===== config.mk =====
export PLATFORM = sky130hd
export DESIGN_NAME = fpc_tx_sched_flat
export DESIGN_NICKNAME = d
export VERILOG_FILES = /design/src/rtl/fpc_tx_sched_if.sv /design/src/rtl/fpc_tx_sched.sv /design/src/flat_wrapper.sv
export SDC_FILE = /design/constraint.sdc
export NUM_CORES = 1
export LEC_CHECK = 0
export ABC_AREA = 1
export BUFFER_PORTS_ARGS = -buffer_cell sky130_fd_sc_hd__buf_2
export CAP_MARGIN = 25
export CORE_UTILIZATION = 42
export DETAILED_ROUTE_END_ITERATION = 10
export PLACE_DENSITY = 0.62
export SYNTH_ARGS = -nofsm -noshare
export SYNTH_HDL_FRONTEND = slang
export SYNTH_SLANG_ARGS = --single-unit
export TNS_END_PERCENT = 1

===== constraint.sdc =====
create_clock -name clk -period 1.9 [get_ports clk]
set_input_delay 0.38 -clock clk [delete_from_list [all_inputs] [get_ports clk]]
set_output_delay 0.38 -clock clk [all_outputs]
set_load 0.02 [all_outputs]

===== src/rtl/fpc_tx_sched_if.sv =====
// Handshake bundle between the core-side word source, the FPC transmit
// scheduler and the 5-wire link sink.
//   master : environment side (drives the source word and the sink ready)
//   slave  : scheduler side (accepts words, drives codewords)
interface fpc_tx_sched_if #(
  parameter int WORD_W = 16
);
  logic              in_valid;
  logic [WORD_W-1:0] in_data;
  logic              in_ready;
  logic              out_valid;
  logic [4:0]        out_code;
  logic              out_last;
  logic              out_ready;

  modport master (
    output in_valid, in_data, out_ready,
    input  in_ready, out_valid, out_code, out_last
  );

  modport slave (
    input  in_valid, in_data, out_ready,
    output in_ready, out_valid, out_code, out_last
  );
endinterface


===== src/rtl/fpc_tx_sched.sv =====
// FPC transmit scheduler: takes a WORD_W-bit word, slices it into 4-bit
// nibbles (nibble 0 = bits [3:0]) and sends one 5-bit forbidden-pattern
// codeword per beat over a valid/ready link. Back-to-back words are
// accepted on the final beat with no bubble.
// Optional feature macro: FPC_IDLE_HOLD_EN -- when defined, the link wires
// keep the last sent codeword while no beat is valid instead of dropping
// to 00000, so the bus does not toggle between words.
module fpc_tx_sched #(
  parameter int WORD_W = 16,
  parameter int CNT_W  = 16
) (
  input  logic             clk,
  input  logic             rst_n,
  fpc_tx_sched_if.slave    bus,
  output logic             busy,
  output logic [CNT_W-1:0] word_cnt
);

  localparam int NIB   = WORD_W / 4;
  localparam int IDX_W = (NIB > 1) ? $clog2(NIB) : 1;
  localparam logic [IDX_W-1:0] LAST_IDX = IDX_W'(NIB - 1);

  typedef enum logic [0:0] {
    ST_IDLE = 1'b0,
    ST_SEND = 1'b1
  } state_t;

  // 4b->5b forbidden-pattern code: no codeword contains 010 or 101, and the
  // table is complement-symmetric (code(~n) == ~code(n)).
  function automatic logic [4:0] fpc_enc(input logic [3:0] nib);
    logic [4:0] code;
    case (nib)
      4'h0:    code = 5'b00000;
      4'h1:    code = 5'b00001;
      4'h2:    code = 5'b00110;
      4'h3:    code = 5'b00011;
      4'h4:    code = 5'b01100;
      4'h5:    code = 5'b00111;
      4'h6:    code = 5'b01110;
      4'h7:    code = 5'b01111;
      4'h8:    code = 5'b10000;
      4'h9:    code = 5'b10001;
      4'hA:    code = 5'b11000;
      4'hB:    code = 5'b10011;
      4'hC:    code = 5'b11100;
      4'hD:    code = 5'b11001;
      4'hE:    code = 5'b11110;
      4'hF:    code = 5'b11111;
      default: code = 5'b00000;
    endcase
    return code;
  endfunction

  state_t            r_state;
  logic [IDX_W-1:0]  r_idx;
  logic [WORD_W-1:0] r_word;
  logic [4:0]        r_last;
  logic [CNT_W-1:0]  r_cnt;

  state_t            w_state_nxt;
  logic [IDX_W-1:0]  w_idx_nxt;
  logic [WORD_W-1:0] w_word_nxt;
  logic [4:0]        w_last_nxt;
  logic [CNT_W-1:0]  w_cnt_nxt;
  logic              w_in_ready;
  logic              w_out_valid;
  logic              w_is_last;
  logic [3:0]        w_nib;
  logic [4:0]        w_code;

  // Current nibble and its codeword; idx never exceeds NIB-1 so the select stays in range.
  assign w_nib     = r_word[{r_idx, 2'b00} +: 4];
  assign w_code    = fpc_enc(w_nib);
  assign w_is_last = (r_idx == LAST_IDX);

  // Next-state, handshake and bookkeeping logic for the IDLE/SEND sequencer.
  always_comb begin
    w_state_nxt = r_state;
    w_idx_nxt   = r_idx;
    w_word_nxt  = r_word;
    w_last_nxt  = r_last;
    w_cnt_nxt   = r_cnt;
    w_in_ready  = 1'b0;
    w_out_valid = 1'b0;
    case (r_state)
      ST_IDLE: begin
        w_in_ready = 1'b1;
        if (bus.in_valid) begin
          w_word_nxt  = bus.in_data;
          w_idx_nxt   = '0;
          w_state_nxt = ST_SEND;
        end else begin
          w_state_nxt = ST_IDLE;
        end
      end
      ST_SEND: begin
        w_out_valid = 1'b1;
        // Only path from an input (out_ready) to an output (in_ready).
        w_in_ready  = w_is_last & bus.out_ready;
        if (bus.out_ready) begin
          w_last_nxt = w_code;
          if (w_is_last) begin
            w_cnt_nxt = r_cnt + CNT_W'(1);
            w_idx_nxt = '0;
            if (bus.in_valid) begin
              w_word_nxt  = bus.in_data;
              w_state_nxt = ST_SEND;
            end else begin
              w_state_nxt = ST_IDLE;
            end
          end else begin
            w_idx_nxt = r_idx + IDX_W'(1);
          end
        end else begin
          w_state_nxt = ST_SEND;
        end
      end
      default: begin
        w_state_nxt = ST_IDLE;
        w_idx_nxt   = '0;
      end
    endcase
  end

  // State and datapath registers; reset discards any in-flight word.
  always_ff @(posedge clk or negedge rst_n) begin
    if (!rst_n) begin
      r_state <= ST_IDLE;
      r_idx   <= '0;
      r_word  <= '0;
      r_last  <= 5'b00000;
      r_cnt   <= '0;
    end else begin
      r_state <= w_state_nxt;
      r_idx   <= w_idx_nxt;
      r_word  <= w_word_nxt;
      r_last  <= w_last_nxt;
      r_cnt   <= w_cnt_nxt;
    end
  end

  // Link-side code mux: the valid codeword, or the idle pattern between words.
  always_comb begin
    if (w_out_valid) begin
      bus.out_code = w_code;
    end else begin
`ifdef FPC_IDLE_HOLD_EN
      bus.out_code = r_last;
`else
      bus.out_code = 5'b00000;
`endif
    end
  end

  assign bus.in_ready  = w_in_ready;
  assign bus.out_valid = w_out_valid;
  assign bus.out_last  = w_out_valid & w_is_last;
  assign busy          = (r_state == ST_SEND);
  assign word_cnt      = r_cnt;

endmodule


===== src/flat_wrapper.sv =====
// flat-port wrapper written by rule: the top's interface ports become plain ports
module fpc_tx_sched_flat 
#(
  parameter int WORD_W = 16,
  parameter int CNT_W  = 16
)
  (clk, rst_n, busy, word_cnt, bus_in_valid, bus_in_data, bus_out_ready, bus_in_ready, bus_out_valid, bus_out_code, bus_out_last);
  fpc_tx_sched_if #(.WORD_W(WORD_W)) bus_i ();
  input  logic clk;
  input  logic rst_n;
  output logic busy;
  output logic [CNT_W-1:0] word_cnt;
  input wire logic [$bits(bus_i.in_valid)-1:0] bus_in_valid;
  input wire logic [$bits(bus_i.in_data)-1:0] bus_in_data;
  input wire logic [$bits(bus_i.out_ready)-1:0] bus_out_ready;
  output wire logic [$bits(bus_i.in_ready)-1:0] bus_in_ready;
  output wire logic [$bits(bus_i.out_valid)-1:0] bus_out_valid;
  output wire logic [$bits(bus_i.out_code)-1:0] bus_out_code;
  output wire logic [$bits(bus_i.out_last)-1:0] bus_out_last;
  assign bus_i.in_valid = bus_in_valid;
  assign bus_i.in_data = bus_in_data;
  assign bus_i.out_ready = bus_out_ready;
  assign bus_in_ready = bus_i.in_ready;
  assign bus_out_valid = bus_i.out_valid;
  assign bus_out_code = bus_i.out_code;
  assign bus_out_last = bus_i.out_last;
  fpc_tx_sched #(.WORD_W(WORD_W), .CNT_W(CNT_W)) u_core (.clk(clk), .rst_n(rst_n), .bus(bus_i), .busy(busy), .word_cnt(word_cnt));
endmodule

Yosys cells after proc, flatten, opt, wreduce, memory -nomap -nowiden

Memory sizes are Yosys's and may differ from the RTL's.
Cells that the tools add are included.
W data, S select, Z words.

Bits in read-only memories: 80
Word-level logic and storage cells: 33
Register bits: 35
Bits of input ports: 20
Memories: 1

Memory list:

| memory          | depth | bits a word | rd ports | clocked after Yosys merged registers in | write ports | RTL line           | RTL |
|---|---|---|---|---|---|---|---|
| (no name shown) | 16    | 5           | 1        | 0                                       | 0           | fpc_tx_sched.sv:32 | `case (nib)` |

Bitwise logic cells: 3
Multiplexer cells: 15
Add/sub/neg operators: 2
Reductions and logical operators: 3
Equality and inequality tests: 4
Shift operators: 1

Operators with widths:

| kind                    | number |
|---|---|
| $mux W16                | 3 |
| $pmux W16 S2            | 1 |
| $add A16 B1 Y16 const B | 1 |
| $shiftx A16 B5 Y4       | 1 |
| $mux W2                 | 3 |
| $ne A2 B2 Y1 const B    | 3 |
| $mux W5                 | 1 |
| $mux W1                 | 4 |
| $pmux W1 S2             | 2 |
| $pmux W2 S2             | 1 |
| $reduce_and A2 Y1       | 2 |
| $reduce_and A3 Y1       | 1 |
| $add A2 B1 Y2 const B   | 1 |
| $and A1 B1 Y1           | 2 |
| $eq A2 B2 Y1 const B    | 1 |
| $not A1 Y1              | 1 |

Depth between registers and ports, before layout

Depth in word-level cells: 4
Mapped depth: 9
Gate-level depth less buffers: 9

Worst setup path before layout

No wires, ideal clock.

Kind: register to output
Start point: register u_core.r_idx[0]
End point: output bus_out_code[1]
Buffers on the path: 1
Data required time: 1.520 ns
Cell stages (with the launch flop): 10
Path slack: 0.153 ns
Data arrival time: 1.367 ns
Cell sequence: dfrtp_1 buf_4 nand2_1 nand3_1 nand2_1 nor2_1 nand2_1 nand2_1 nand2_1 inv_1

Longest elaborated chain between the ends: 3

Ends and longest elaborated chain:

| element                | RTL line            | RTL |
|---|---|---|
| from (decl)            | fpc_tx_sched.sv:55  | `logic [IDX_W-1:0] r_idx;` |
| from (signal assigned) | fpc_tx_sched.sv:135 | `r_idx <= w_idx_nxt;` |
| $shiftx A16 B5 Y4      | fpc_tx_sched.sv:72  | `assign w_nib = r_word[{r_idx, 2'b00} +: 4];` |
| $mem_v2 Z16 W5         | -                   |  |
| $mux W5                | fpc_tx_sched.sv:144 | `if (w_out_valid) begin` |
| to (decl)              | flat_wrapper.sv:18  | `output wire logic [$bits(bus_i.out_code)-1:0] bus_out_code;` |

Every way passes these cells.

Worst setup path in the final report

Start point: register u_core.r_idx[0]
End point: output bus_out_code[2]

Same word-level chain as after synthesis.

==> metrics.log <==
[metrics] status: finished with violations
[metrics] violated checks: negative setup slack
[metrics] sequential-to-total area share from yosys stat: a little under half
[metrics] launching instance or port of the critical path: u_core.r_idx[0]$_DFFE_PN0P_
[metrics] number of nets with antenna violations after routing: 0
[metrics] overall routing resource usage: a little under a fifth
[metrics] final worst setup slack: -113 ps
[metrics] buffer cell driving the clock tree root: clkbuf_8
[metrics] H-Tree Depth: 2
[metrics] placement-stage cell area: between 0.002 and 0.0025 sq mm
[metrics] setup total negative slack: -268 ps
[metrics] post-route insts no fill: about 340
[metrics] standby leakage power: ~1.3 nW
[metrics] Post-synth EDFFs: 0
[metrics] classification of the worst-slack hold path: in2async
[metrics] placement row count: 24
[metrics] final count of hold timing violations: 0
[metrics] cell taking the most area after synthesis: dfrtp_1
[metrics] cts bufs inserted: 5
[metrics] maximum achievable frequency: 497 MHz
[metrics] sum of overflow across all layers after global routing: 0
[metrics] initial DRC count: slightly above 60
[metrics] critical-path maximum fanout: 8
[metrics] clock tree from TritonCTS: built
[metrics] CTS Hold Buffers Added: 0
[metrics] delay of the slowest cell on the worst path: ~490 ps
[metrics] dominant cell by count in the synthesized netlist: nand2_1
[metrics] number of cells in the design after placement: between 300 and 400
[metrics] ratio of cells with drive above 1 in the final layout: between 30% and 40%
[metrics] Post-Synthesis Cell Area: approximately 0.0019 sq mm
[metrics] critical register-to-register path endpoint: u_core.r_word[5]$_DFFE_PN0P_
[metrics] die boundary height: 69.6 um
[metrics] total clock sinks: 35
[metrics] Worst-Skew Late Latency: 290 ps
[metrics] post-synthesis cell count: between 200 and 250
[metrics] final setup skew: approximately 1.5 ps
[metrics] Post-Synthesis Mean Instance Area: around 8.1 sq um
[metrics] number of cell instances on the worst register-to-register path: 5
[metrics] GPL Wtd Cong: between 0.8 and 0.9
[metrics] Critical Path, Cell by Cell: buf_4, nand2_1, nand3_1, nand2_2, nand2_1, nand2_1, nand2_2, nor2_2, buf_6
[metrics] share of the synthesized area in the top cell type: approximately 46%
[metrics] Ys Warns: 0
[metrics] Die Wd: between 60 and 70 um
[metrics] final critical-path required period: 2010 ps
[metrics] number of antenna violations at the first check in global routing: 0
[metrics] pin count of the biggest net entering global routing: 36
[metrics] Cell variety after synth: 21
[metrics] Worst slew margin: between 70 and 80%
[metrics] Total Nets Final: 311
[metrics] synthesis-to-finish area growth: 26.2%
[metrics] final setup violation count: 4
[metrics] portion of the clock cycle consumed by the worst path in the final layout: 106%
[metrics] via count of the first global-routing pass: between 1500 and 2000
[metrics] post-layout util: about 55%
[metrics] number of port buffers: 44
[metrics] Filler cells: between 400 and 500
[metrics] area of the core region: 0.00438 sq mm
[metrics] vias after detailed routing: 1610
[metrics] cell types occupying the most area after synthesis: dfrtp_1 46%, nand2_1 18%, mux2_2 7.0%, inv_1 4.9%, nor2_1 3.9%
[metrics] PwrDens: around 1600 mW/mm^2
[metrics] Arrival @ worst endpoint: between 1500 and 2000 ps
[metrics] Reg2Reg Launch Point: u_core.r_idx[0]$_DFFE_PN0P_
[metrics] main flop type after synthesis: dfrtp_1
[metrics] setup slack after placement: between 30 and 40 ps
[metrics] sum of routed wire length over all layers: around 3.9 mm
[metrics] Crit. End Element: output pin
[metrics] Antenna Cells: 0
[metrics] Post-synth ARST share: between 90% and 100%
[metrics] HPWL after detailed placement: between 2 and 3 mm
[metrics] die outline area: a little under 0.005 sq mm
[metrics] top post-synthesis cells by count: 90 x nand2_1, 35 x dfrtp_1, 25 x inv_1
[metrics] Initial Utilization: 43.8%
[metrics] register bit count reported by yosys: 35
[metrics] count of final max-slew check failures: 0
[metrics] clock-pin slew of the registers on the worst-case setup and hold paths: roughly 80 ps
[metrics] Worst path slowest cell: dfrtp_2
[metrics] max-cap violations: 0
[metrics] unrepaired setup endpoints after global routing: yes
[metrics] post-DR vias/cell: around 4.7
[metrics] final routed DRC violation total: 0
[metrics] cell area after layout: roughly 0.0024 sq mm
[metrics] Required @ worst endpoint: approximately 1500 ps
[metrics] classification of the worst setup path: reg2out
[metrics] IR drop worst, VDD: between 0.0006 and 0.0007 V
[metrics] WL per Instance: 11.5 um
[metrics] global-route wire length before repair: 7.04 mm
[metrics] slack of the worst reg-to-reg path: ~180 ps
[metrics] most repeated library cell on the critical path: nand2_1
[metrics] synthesized netlist net count: between 200 and 300
[metrics] IO Count: 45
[metrics] CP startpoint kind: flop
[metrics] slew at the pin with the worst max-slew slack: slightly below 400 ps
[metrics] clock buffer depth: 2
[metrics] number of iterations in the first detailed-routing pass: 4
[worst max-delay path, delay by kind of cell (launching register included)]
family                 cells  cell delay, ps
buffers and inverters      2             290
DFF                        1             490
and+or+nand+nor            7             580
[cell usage in the layout, fill, tap and decap left out]
cell type / Yosys / routed
xor2_1: 5 / 5
clkinv_4: 0 / 1
a21oi_1: 6 / 5
nor2_2: 0 / 3
o21ai_2: 0 / 1
nand2_2: 2 / 9
dfrtp_2: 0 / 1
buf_4: 2 / 9
nand3b_1: 3 / 3
o21ai_0: 7 / 5
a21oi_2: 0 / 1
mux2_2: 12 / 12
ha_1: 2 / 2
dfrtp_1: 35 / 34
nand4_1: 2 / 2
clkbuf_8: 0 / 5
o21ai_1: 0 / 1
nor2_4: 3 / 3
buf_6: 4 / 2
buf_12: 0 / 1
nand2_1: 90 / 82
nor2_1: 20 / 17
nand3_4: 1 / 1
inv_1: 25 / 24
buf_2: 0 / 40
clkinvlp_4: 0 / 1
nand2_4: 1 / 2
nand3_2: 0 / 1
a22oi_1: 1 / 1
inv_2: 1 / 1
bufinv_16: 0 / 2
xnor2_1: 4 / 4
nand3_1: 10 / 9
[cell type report]
cell class | instances | area [sq um] | area share (%)
clock buffer | 5 | 68.8 | 2.84
clock inverter | 3 | 67.6 | 2.79
inverter | 26 | 103 | 4.24
multi-input combinational | 169 | 930 | 38.4
sequential | 35 | 877 | 36.2
tap | 52 | 65.1 | 2.69
timing repair buffer | 52 | 310 | 12.8
[cell families after synthesis]
kind of cell               count (synthesis)  synth area share [%]
adders and majority gates                  2                  1.30
AOI/OAI and AO/OA                         14                  3.78
xor gates and xnor gates                   9                  4.11
buffers and inverters                     32                  8.22
and+or+nand+nor                          132                  29.9
muxes                                     12                  7.05
DFF                                       35                  45.7
[where the power goes]
group,total [mW],switching (mW),internal [mW]
combinational,1.92,1.10,0.815
sequential,1.20,0.207,0.991
clock,0.818,0.295,0.523
total,3.94,1.61,2.33
[flip-flops by register name (all words and copies together) (netlist names)]
signal           count
u_core.r_word       16
u_core.r_idx         2
u_core.word_cnt     16
u_core.busy          1
[what timing repair did]
item	in CTS	in global routing
resized for setup	12	15
hold endpoints to repair	0	0
endpoints found under the setup margin	4	5
setup buffers	4	0
pin swaps	2	5
[how the worst max path moves through the flow]
stage                                  to  slack [ps]
after floorplan           bus_out_code[1]         150
after global placement    bus_out_code[3]          60
after detailed placement  bus_out_code[2]          30
after CTS                 bus_out_code[2]         -90
after global routing      bus_out_code[2]        -230
final                     bus_out_code[2]        -110
[per-stage QoR]
stage / hold WS [ps] / total power, mW
after detailed placement: 366 / 2.81
after floorplan: 84.4 / 2.39
after global placement: 355 / 2.78
after CTS: 47.8 / 3.80
after global routing: 43.8 / 4.27
final: 35.1 / 3.94
[routing by layer]
metal / GRT usage (%) / share of wire [%] / vias to the layer above
met5: 0 / 0 / -
li1: - / - / 837
met3: 5.38 / 4.3 / 6
met4: 6.80 / 1.6 / 0
met1: 24.9 / 49 / 738
met2: 28.3 / 45 / 29
(Power assumes the default switching activity.)
